**config.mk**
```make
export PLATFORM = sky130hd
export DESIGN_NAME = resp_signature_capture
export DESIGN_NICKNAME = d
export VERILOG_FILES = /design/src/rtl/resp_signature_capture.sv
export SDC_FILE = /design/constraint.sdc
export NUM_CORES = 1
export LEC_CHECK = 0
export ABC_AREA = 0
export ABC_CLOCK_PERIOD_IN_PS = 3800
export BUFFER_PORTS_ARGS = -buffer_cell sky130_fd_sc_hd__clkbuf_2
export CAP_MARGIN = 20
export CORE_MARGIN = 10
export CORE_UTILIZATION = 52
export DETAILED_ROUTE_END_ITERATION = 10
export PLACE_DENSITY = 0.86
export SLEW_MARGIN = 15
export SYNTH_ARGS = -nofsm -noshare
export SYNTH_HDL_FRONTEND = slang
export SYNTH_SLANG_ARGS = --single-unit
```
**constraint.sdc**
```tcl
create_clock -name clkin_data -period 3.8 [get_ports clkin_data]
set_clock_uncertainty 0.15 [all_clocks]
set_input_delay 0.57 -clock clkin_data [delete_from_list [all_inputs] [get_ports clkin_data]]
set_output_delay 0.57 -clock clkin_data [all_outputs]
set_load 0.05 [all_outputs]
```
**src/rtl/resp_signature_capture.sv**
```systemverilog
// resp_signature_capture: compacts NUM_SAMPLES handshaked response vectors
// into a single W-bit MISR signature for cross-simulator comparison.
// Optional golden compare is enabled by defining
// RESP_SIGNATURE_CAPTURE_GOLDEN_CMP_EN (adds golden/pass/fail ports).
module resp_signature_capture #(
   parameter int unsigned  W           = 96,
   parameter int unsigned  NUM_SAMPLES = 16,
   parameter logic [W-1:0] SEED        = '0,
   parameter logic [W-1:0] POLY        = W'(96'h641)
) (
   input  logic                                 clkin_data,
   input  logic                                 rst,
   input  logic                                 start,
   input  logic                                 in_valid,
   output logic                                 in_ready,
   input  logic [W-1:0]                         in_data,
   output logic [$clog2(NUM_SAMPLES+1)-1:0]     sample_cnt,
   output logic [W-1:0]                         signature,
   output logic                                 done
`ifdef RESP_SIGNATURE_CAPTURE_GOLDEN_CMP_EN
   ,
   input  logic [W-1:0]                         golden,
   output logic                                 pass,
   output logic                                 fail
`endif
);

   localparam int unsigned CW = $clog2(NUM_SAMPLES + 1);

   localparam logic [1:0] S_IDLE = 2'd0;
   localparam logic [1:0] S_RUN  = 2'd1;
   localparam logic [1:0] S_DONE = 2'd2;

   logic [1:0]    state;
   logic [1:0]    state_nxt;
   logic [W-1:0]  sig_nxt;
   logic [CW-1:0] cnt_nxt;
   logic          xfer;
   logic          last_xfer;
   logic [W-1:0]  misr_step;

`ifdef RESP_SIGNATURE_CAPTURE_GOLDEN_CMP_EN
   logic          pass_nxt;
   logic          fail_nxt;
`endif

   // Handshake and status decode straight from the state register
   assign in_ready  = (state == S_RUN);
   assign done      = (state == S_DONE);
   assign xfer      = in_valid && in_ready;
   assign last_xfer = xfer && (sample_cnt == CW'(NUM_SAMPLES - 1));

   // One MISR shift with feedback on the outgoing MSB, then fold in the vector
   assign misr_step = {signature[W-2:0], 1'b0}
                    ^ (signature[W-1] ? POLY : '0)
                    ^ in_data;

   // Next-state and next-data logic
   always_comb begin
      state_nxt = state;
      sig_nxt   = signature;
      cnt_nxt   = sample_cnt;
`ifdef RESP_SIGNATURE_CAPTURE_GOLDEN_CMP_EN
      pass_nxt  = pass;
      fail_nxt  = fail;
`endif
      case (state)
         S_IDLE, S_DONE: begin
            if (start) begin
               state_nxt = S_RUN;
               sig_nxt   = SEED;
               cnt_nxt   = '0;
`ifdef RESP_SIGNATURE_CAPTURE_GOLDEN_CMP_EN
               pass_nxt  = 1'b0;
               fail_nxt  = 1'b0;
`endif
            end
         end
         S_RUN: begin
            if (xfer) begin
               sig_nxt = misr_step;
               cnt_nxt = CW'(sample_cnt + CW'(1));
            end
            if (last_xfer) begin
               state_nxt = S_DONE;
`ifdef RESP_SIGNATURE_CAPTURE_GOLDEN_CMP_EN
               pass_nxt  = (misr_step == golden);
               fail_nxt  = (misr_step != golden);
`endif
            end
         end
         default: begin
            state_nxt = S_IDLE;
            sig_nxt   = SEED;
            cnt_nxt   = '0;
         end
      endcase
   end

   // State and datapath registers with synchronous reset
   always_ff @(posedge clkin_data) begin
      if (rst) begin
         state      <= S_IDLE;
         signature  <= SEED;
         sample_cnt <= '0;
`ifdef RESP_SIGNATURE_CAPTURE_GOLDEN_CMP_EN
         pass       <= 1'b0;
         fail       <= 1'b0;
`endif
      end else begin
         state      <= state_nxt;
         signature  <= sig_nxt;
         sample_cnt <= cnt_nxt;
`ifdef RESP_SIGNATURE_CAPTURE_GOLDEN_CMP_EN
         pass       <= pass_nxt;
         fail       <= fail_nxt;
`endif
      end
   end

endmodule
```
==> results of run 1 <==
-- state kept, by name, summed over array words and instances (netlist names) --
register and flops:
signature 96, sample_cnt 5, state 2
-- power groups by stage --
stage                     Sequential, mW  Combinational, mW  Clock, mW
after floorplan                     1.28              0.175          0
after global placement              1.17              0.413          0
after detailed placement            1.17              0.418          0
after CTS                           1.15              0.421      0.817
after global routing                1.16              0.452      0.855
final                               1.15              0.420      0.798
-- kinds of logic (layout without fill, tap and decap cells) --
group,Yosys count,after routing,synth area share
AO/OA/AOI/OAI,205,205,0.2115
AND/OR/NAND/NOR,111,111,0.1343
flip-flops,103,103,0.4200
XOR/XNOR,96,96,0.1713
buffers and inverters,56,227,0.05173
multiplexers,3,3,0.006116
adder cells (fa/ha/maj),2,2,0.005096
-- Yosys cell counts, drive strengths merged, types with 2 or more instances --
cell type / count
a21oi: 102
inv: 2
or4: 2
buf: 25
o21ai: 99
nand2: 58
nand4b: 37
xnor2: 3
nor2: 3
dfxtp: 103
xor2: 93
mux2i: 3
nor2b: 3
nand2b: 2
o31ai: 2
ha: 2
clkbuf: 29
-- worst min-delay path, stage by stage (launching register included) --
cell	delay, ns
dfxtp_1	0.33
o21ai_0	0.07
a21oi_1	0.06
-- through the flow --
step / util / instance area (um^2) / hold slack, ns / total power, mW / setup slack, ns
finish: 0.6652 / 6117 / 0.3543 / 2.368 / 1.161
global route: 0.6652 / 6117 / 0.3340 / 2.463 / 1.065
CTS: 0.6652 / 6117 / 0.3357 / 2.387 / 1.156
detailed placement: 0.6397 / 5883 / 0.3435 / 1.593 / 1.363
global placement: 0.6397 / 5883 / 0.3199 / 1.585 / 1.476
floorplan: - / 4910 / 0.5244 / 1.459 / 1.700
-- cell type report --
| class | instances | area [um^2] |
|---|---|---|
| Tap cell | 111 | 138.9 |
| Clock buffer | 9 | 123.9 |
| Fill cell | 818 | 3079 |
| Clock inverter | 6 | 110.1 |
| Inverter | 2 | 7.507 |
| Timing Repair Buffer | 210 | 1074 |
| Sequential cell | 103 | 2062 |
| Multi-Input combinational cell | 417 | 2601 |
-- layer usage --
layer	vias to the layer above	global-route usage	part of all wire
li1	2317	-	-
met1	2145	0.2315	0.40
met2	164	0.3358	0.51
met3	22	0.04128	0.064
met4	0	0.08814	0.023
met5	-	0	0
-- worst paths after layout --
kind                                                   to  slack, ns  depth (start not counted)
worst min-delay path            signature[8]$_SDFFE_PP0P_       0.35                          2
worst min register to register  signature[8]$_SDFFE_PP0P_       0.35                          2
worst max register to register  signature[7]$_SDFFE_PP0P_       1.26                          5
worst max-delay path                             in_ready       1.16                          3
-- placed cells by master, fill, tap and decap left out --
| cell type | count |
|---|---|
| clkbuf_8 | 9 |
| bufinv_16 | 3 |
| nand3_1 | 1 |
| clkinvlp_4 | 2 |
| o21ai_0 | 99 |
| nand2_1 | 58 |
| buf_4 | 9 |
| and4b_1 | 1 |
| a211o_1 | 1 |
| and3_1 | 1 |
| a21oi_1 | 102 |
| o31ai_1 | 2 |
| nand2b_1 | 2 |
| xor2_1 | 93 |
| and3b_2 | 1 |
| dfxtp_1 | 103 |
| nor2_4 | 1 |
| nand4b_1 | 37 |
| xnor2_1 | 3 |
| a32oi_1 | 1 |
| nor3b_4 | 1 |
| nor2b_1 | 3 |
| nor4bb_1 | 1 |
| nor2_1 | 2 |
| or4_1 | 2 |
| clkinv_2 | 1 |
| inv_1 | 2 |
| mux2i_1 | 3 |
| clkbuf_2 | 201 |
| ha_1 | 2 |
==> flow_metrics.tcl, run 1 <==
set metrics [dict create \
    antenna_cells 0 \
    fp.dieW_um 117.2 \
    path_cells "buf_4, nor2b_1, clkbuf_2" \
    num-nets-final 845 \
    fin_crit_sh 0.6946 \
    async_flop_share 0 \
    seq_area_frac_synth 0.4200 \
    p_int_mw 1.676 \
    p_per_area_nw_per_um2 387.0 \
    crit_path_start "state[0]$_SDFFE_PP0P_" \
    status "completed" \
    combPwrFrac 0.177 \
    clk_pin_slew_ns 0.10 \
    drive_above_1_share 0.3052 \
    grt_setup_unrepaired "no" \
    cts_tree "done" \
    postSynthAreaPerCell_um2 8.524 \
    timing.rr.start "state[0]$_SDFFE_PP0P_" \
    endpoint_kind "output port" \
    maxSlewHeadroom 0.2785 \
    synth_edf_count 0 \
    setup_viol 0 \
    synth_area_leaders "dfxtp_1 42%, xor2_1 17%, a21oi_1 10%, o21ai_0 10%, nand4b_1 6.6%" \
    yosys.area.top_type "dfxtp_1" \
    clkSinkCount 103 \
    die-area_um2 13730 \
    switching_share 0.2920 \
    ys_seq_elements 103 \
    crit_buf_inv 2 \
    drc 0 \
    critPathKind "flip-flop to output port" \
    p_leak_nw 2.795 \
    postCtsSetupRepairBufs 0 \
    dp.cells 843 \
    detail_route.vias_per_cell 5.417 \
    finalNonFillerCells 858 \
    power_frac_clock 0.337 \
    firstDrtPassIters 4 \
    grt_max_degree 103 \
    antenna_found_initial 0 \
    fp.coreArea_um2 9196 \
    critPathRequiredTime_ns 3.08 \
    hold_buffers 0 \
    drv_slew 0 \
    grt_use_total 0.1964 \
    crit_path_top_delay_cell "dfxtp_1" \
    yosysWarnings 0 \
    ys.flop_type "dfxtp_1" \
    fin_crit_ns 2.639 \
    cap_violations 0 \
    ir_worst_vdd_v 0.0002179 \
    grt.overflow.total 0 \
    syn_nets 678 \
    initial_utilization 0.5339 \
    crit_family "flip-flops" \
    synthesis.instances 576 \
    place_congestion 0.7735 \
    hold_violations 0 \
    tightest_slew_ns 1.082 \
    initialDrtViolationCount 401 \
    grt_pass1_vias 4595 \
    wl_per_cell_um 16.82 \
    port_buffers 202 \
    dp_hpwl_um 10220 \
    finalSetupTns_ns 0 \
    min_from "signature[8]$_SDFFE_PP0P_" \
    rows 35 \
    critPathLaunchType "flip-flop" \
    worstPathMaxFanout 15 \
    ys_types 29 \
    netlist_area_um2 4910 \
    hold_path.class "flip-flop to flip-flop" \
    p_sw_uw 691.3 \
    die_h_um 117.2 \
    seqPwrFrac 0.486 \
    cts_max_level 3 \
    vias 4648 \
    numCtsBuffers 9 \
    clockBufferDepth 2 \
    wirelength_um 14430 \
    synth_top_area_share 0.4200 \
    ios 203 \
    cpPeakStageDelay_ns 0.64 \
    area_delta_synth_final_pct 24.59 \
    ctsResizeCount 0 \
    cts_root_buffer "clkbuf_8" \
    insertion_delay_ns 0.35 \
    ant_nets 0 \
    grt_pass1_wl_um 22130 \
    arrival_ns 1.92 \
    fmax_ghz 0.3789 \
]
No activity file was read; power rests on OpenSTA's default activity.
==> run 2: changes to the inputs <==
--- a/config.mk
+++ b/config.mk
@@ -6,13 +6,13 @@
 export NUM_CORES = 1
 export LEC_CHECK = 0
 export ABC_AREA = 0
-export ABC_CLOCK_PERIOD_IN_PS = 3800
+export ABC_CLOCK_PERIOD_IN_PS = 2340
 export BUFFER_PORTS_ARGS = -buffer_cell sky130_fd_sc_hd__clkbuf_2
 export CAP_MARGIN = 20
 export CORE_MARGIN = 10
-export CORE_UTILIZATION = 52
+export CORE_UTILIZATION = 44
 export DETAILED_ROUTE_END_ITERATION = 10
-export PLACE_DENSITY = 0.86
+export PLACE_DENSITY = 0.77
 export SLEW_MARGIN = 15
 export SYNTH_ARGS = -nofsm -noshare
 export SYNTH_HDL_FRONTEND = slang
==> constraint.sdc (replaced) <==
create_clock -name clkin_data -period 2.34 [get_ports clkin_data]
set_clock_uncertainty 0.15 [all_clocks]
set_input_delay 0.351 -clock clkin_data [delete_from_list [all_inputs] [get_ports clkin_data]]
set_output_delay 0.351 -clock clkin_data [all_outputs]
set_load 0.05 [all_outputs]
==> flow_metrics.tcl, run 2 (synthesis gave the netlist of run 1 again) <==
set metrics [dict create \
    status "completed" \
    grt_pass1_vias 4731 \
    largest_reg_flops 96 \
    critPathRequiredTime_ns 1.84 \
    ff2ff_path_depth 4 \
    crit_end "in_ready" \
    arrival_ns 1.66 \
    drc 0 \
    setup_viol 0 \
    wl_per_cell_um 16.83 \
    grt_use_total 0.1767 \
    top_register "signature" \
    fp.dieW_um 125.6 \
    drt-met1-wl_um 6052 \
    rows 38 \
    initial_utilization 0.4509 \
    num-nets-final 849 \
    drv_slew 0 \
    ir_worst_vdd_v 0.0003057 \
    drive_above_1_share 0.3112 \
    grt_max_degree 67 \
    maxSlewHeadroom 0.5068 \
    clockBufferDepth 2 \
    cts_max_level 3 \
    fillers 1006 \
    die-area_um2 15780 \
    critPathLaunchType "flip-flop" \
    cap_violations 0 \
    met3WireLength_um 965 \
    tightest_slew_ns 0.7399 \
    fin_area_um2 6170 \
    numCtsBuffers 9 \
    firstDrtPassIters 5 \
    detail_route.vias_per_cell 5.355 \
    fp.coreArea_um2 10890 \
    die_h_um 125.6 \
    fmax_ghz 0.4619 \
    grt_pass1_wl_um 23900 \
    dp_hpwl_um 10570 \
    hold_path.class "primary input to flip-flop" \
    top_layer "met4" \
    fin_util 0.5667 \
    worstPathMaxFanout 14 \
    crit_path_start "state[0]$_SDFFE_PP0P_" \
    grt_setup_unrepaired "no" \
    ios 203 \
    finalNonFillerCells 892 \
    fin_crit_sh 0.9252 \
    antenna_cells 0 \
    fin_crit_ns 2.165 \
    clkSinkCount 103 \
    antenna_found_initial 0 \
    multi_input_area_um2 2601 \
    cts_root_buffer "clkbuf_8" \
    layout_common_cells "201 x clkbuf_2, 102 x a21oi_1, 102 x dfxtp_1" \
    finalSetupTns_ns 0 \
    area_delta_synth_final_pct 25.66 \
    hold_violations 0 \
    final_common_cell "clkbuf_2" \
    cts_tree "done" \
    port_buffers 202 \
    dpl_cell_area_um2 5974 \
    dp.cells 876 \
    grt.overflow.total 0 \
    clk_pin_slew_ns 0.10 \
    rr_endpoint "signature[55]$_SDFFE_PP0P_" \
    endpoint_kind "output port" \
    p_leak_nw 2.808 \
    p_per_area_nw_per_um2 590.6 \
    timing.rr.start "state[0]$_SDFFE_PP0P_" \
    critPathKind "flip-flop to output port" \
    ff2ff_setup_slack_ns 0.37 \
    place_congestion 0.7822 \
    top_regs "signature x96, sample_cnt x5, state x2" \
    vias 4777 \
    insertion_delay_ns 0.36 \
    wirelength_um 15020 \
    initialDrtViolationCount 378 \
    seq_area_um2 2063 \
    dr_wl_met2_um 7601 \
    ant_nets 0 \
    postCtsSetupRepairBufs 0 \
]
## run 2: cell types whose count changed in the layout (fill, tap and decap cells not counted), sizes merged
cell | previous run | this run
clkinv | 1 | 2
clkbuf | 210 | 213
bufinv | 3 | 0
buf | 9 | 13
## run 2: worst min path at each step
stage / start / slack, ns / to / depth (start not counted)
final: in_data[52] / 0.13 / signature[52]$_SDFFE_PP0P_ / 4
after global routing: in_data[20] / 0.11 / signature[20]$_SDFFE_PP0P_ / 4
after CTS: in_data[20] / 0.11 / signature[20]$_SDFFE_PP0P_ / 4
after detailed placement: signature[92]$_SDFFE_PP0P_ / 0.34 / signature[92]$_SDFFE_PP0P_ / 2
after global placement: sample_cnt[3]$_SDFFE_PP0P_ / 0.33 / sample_cnt[3]$_SDFFE_PP0P_ / 2
after floorplan: rst / 0.38 / sample_cnt[2]$_SDFFE_PP0P_ / 2
## run 2: through the flow
stage / hold slack (ns) / power (mW) / setup WS [ns]
floorplan: 0.3769 / 2.369 / 0.4595
global placement: 0.3300 / 2.587 / 0.4347
detailed placement: 0.3427 / 2.602 / 0.4081
CTS: 0.1057 / 3.692 / 0.006733
global route: 0.1147 / 3.810 / 0.07067
finish: 0.1278 / 3.644 / 0.1750
## run 2: layout make-up
type / count / share of cell area
clock buffer: 12 / 0.02677
clock inverter: 4 / 0.004664
inverter: 2 / 0.001217
multi-input combinational: 417 / 0.4216
sequential: 103 / 0.3344
tap: 140 / 0.02839
timing repair buffer: 214 / 0.1829
## run 2: per-layer routing
layer / vias up / global-route usage
met5: - / 0
met4: 0 / 0.07859
met3: 30 / 0.04069
met2: 179 / 0.2971
met1: 2235 / 0.2102
li1: 2333 / -
## run 2: power by group
group / leakage, nW / internal [mW] / switching [mW]
Sequential: 0.836 / 1.81 / 0.0577
Combinational: 1.88 / 0.216 / 0.481
Clock: 0.0946 / 0.475 / 0.605
## run 2: worst max-delay path: stages (launching register included)
cell and delay, ns:
dfxtp_1 0.66, nor2b_1 0.31, clkbuf_2 0.33
## run 2: what timing repair did
action,CTS,global route
gates resized for setup,0,1
hold buffers,0,0
setup endpoints to repair,0,1
hold endpoints to repair,0,0
==> run 3: changes to the inputs <==
--- a/config.mk
+++ b/config.mk
@@ -13,7 +13,7 @@
 export CORE_UTILIZATION = 44
 export DETAILED_ROUTE_END_ITERATION = 10
 export PLACE_DENSITY = 0.77
-export SLEW_MARGIN = 15
+export SLEW_MARGIN = 20
 export SYNTH_ARGS = -nofsm -noshare
 export SYNTH_HDL_FRONTEND = slang
 export SYNTH_SLANG_ARGS = --single-unit
==> constraint.sdc (replaced) <==
create_clock -name clkin_data -period 2.34 [get_ports clkin_data]
set_clock_uncertainty 0.15 [all_clocks]
set_input_delay 0.351 -clock clkin_data [delete_from_list [all_inputs] [get_ports clkin_data]]
set_output_delay 0.351 -clock clkin_data [all_outputs]
set_load 0.1 [all_outputs]
==> flow_metrics.tcl, run 3 (synthesis gave the netlist of run 1 again) <==
set metrics [dict create \
    path_cells "buf_6, nor2b_2, buf_12" \
    top_regs "signature x96, sample_cnt x5, state x2" \
    ctsResizeCount 0 \
    rows 38 \
    postCtsSetupRepairBufs 0 \
    antenna_cells 0 \
    ir_worst_vdd_v 0.0003742 \
    fin_crit_ns 2.192 \
    ios 203 \
    ff2ff_setup_slack_ns 0.22 \
    grt_use_total 0.1768 \
    fillers 1003 \
    grt_pass1_vias 4831 \
    critPathLaunchType "flip-flop" \
    setup_viol 0 \
    crit_path_top_delay_cell "dfxtp_1" \
    crit_family "buffers and inverters" \
    vias 4722 \
    status "completed" \
    arrival_ns 1.69 \
    combPwrFrac 0.235 \
    critPathRequiredTime_ns 1.84 \
    largest_reg_flops 96 \
    wirelength_um 14550 \
    crit_buf_inv 2 \
    p_per_area_nw_per_um2 628.6 \
    hold_buffers 0 \
    initial_utilization 0.4509 \
    drc 0 \
    place_congestion 0.8120 \
    fmax_ghz 0.4561 \
    initialDrtViolationCount 424 \
    pre_cts_slack_ns -0.03168 \
    fp.dieW_um 125.6 \
    insertion_delay_ns 0.37 \
    detail_route.vias_per_cell 5.300 \
    cts_max_level 3 \
    firstDrtPassIters 5 \
    p_leak_nw 2.823 \
    maxSlewHeadroom 0.5109 \
    port_buffers 202 \
    tightest_slew_ns 0.7337 \
    final_common_cell "clkbuf_2" \
    p_sw_mw 1.363 \
    min_from "in_data[34]" \
    drv_slew 0 \
    critPathKind "flip-flop to output port" \
    timing.rr.start "state[0]$_SDFFE_PP0P_" \
    antenna_found_initial 0 \
    seqPwrFrac 0.476 \
    cts_root_buffer "clkbuf_8" \
    p_int_mw 2.553 \
    clk_pin_slew_ns 0.10 \
    wl_per_cell_um 16.33 \
    finalSetupTns_ns 0 \
    cpPeakStageDelay_ns 0.43 \
    num-nets-final 849 \
    numCtsBuffers 9 \
    switching_share 0.3480 \
    die-area_um2 15780 \
    grt.overflow.total 0 \
    grt_max_degree 69 \
    dp_hpwl_um 10460 \
    grt_pass1_wl_um 23820 \
    grt_setup_unrepaired "no" \
    crit_path_start "state[0]$_SDFFE_PP0P_" \
    hold_violations 0 \
    ant_nets 0 \
    drive_above_1_share 0.3116 \
    fp.coreArea_um2 10890 \
    clockBufferDepth 2 \
    clkSinkCount 103 \
    top_register "signature" \
    area_delta_synth_final_pct 26.89 \
    cts_tree "done" \
    layout_common_cells "199 x clkbuf_2, 103 x dfxtp_1, 102 x a21oi_1" \
    fin_crit_sh 0.9369 \
    setup_slack_ns 0.1476 \
    endpoint_kind "output port" \
    worstPathMaxFanout 45 \
    hold_path.class "primary input to flip-flop" \
    power_frac_clock 0.289 \
    cap_violations 0 \
    die_h_um 125.6 \
]
[run 3: metal layers]
layer / wire length, um / vias up / global-route usage
li1: - / 2331 / -
met1: 5876 / 2206 / 0.2028
met2: 7400 / 158 / 0.3020
met3: 929 / 27 / 0.04698
met4: 339 / 0 / 0.07859
met5: 0 / - / 0
[run 3: power by group through the flow]
| stage | logic (mW) | registers, mW | clock network [mW] |
|---|---|---|---|
| after floorplan | 0.291 | 2.29 | 0 |
| after global placement | 0.900 | 1.90 | 0 |
| after detailed placement | 0.908 | 1.90 | 0 |
| after CTS | 0.912 | 1.86 | 1.16 |
| after global routing | 0.979 | 1.87 | 1.22 |
| final | 0.919 | 1.86 | 1.13 |
[run 3: cell type report]
type,count,area (um^2),area share
Tap cell,140,175.2,0.02812
Multi-Input combinational cell,417,2606,0.4184
Timing Repair Buffer,214,1182,0.1898
Sequential cell,103,2062,0.3310
Inverter,2,7.507,0.001205
Clock buffer,10,137.6,0.02209
Clock inverter,5,58.81,0.009440
[run 3: stage by stage]
| stage | std cells | area (um^2) | power [mW] | util | hold slack (ns) |
|---|---|---|---|---|---|
| 4_1_cts | 890 | 6198 | 3.933 | 0.5693 | 0.1038 |
| 3_3_place_gp | 875 | 6002 | 2.801 | 0.5513 | 0.3323 |
| 5_1_grt | 891 | 6230 | 4.075 | 0.5722 | 0.1152 |
| 3_5_place_dp | 875 | 6002 | 2.812 | 0.5513 | 0.3401 |
| 6_report | 891 | 6230 | 3.916 | 0.5722 | 0.1184 |
| 2_1_floorplan | 576 | 4915 | 2.582 | - | 0.3769 |
[run 3: final timing paths]
path	end	cells past startpoint
setup / recovery	in_ready	3
hold / removal	signature[34]$_SDFFE_PP0P_	4
setup reg to reg	signature[57]$_SDFFE_PP0P_	5
hold reg to reg	signature[9]$_SDFFE_PP0P_	2
[run 3: worst register-to-register path, stage by stage (launching register included)]
cell	delay, ns
dfxtp_1	0.43
buf_6	0.34
nor3b_4	0.39
buf_4	0.42
o21ai_0	0.17
a21oi_1	0.14
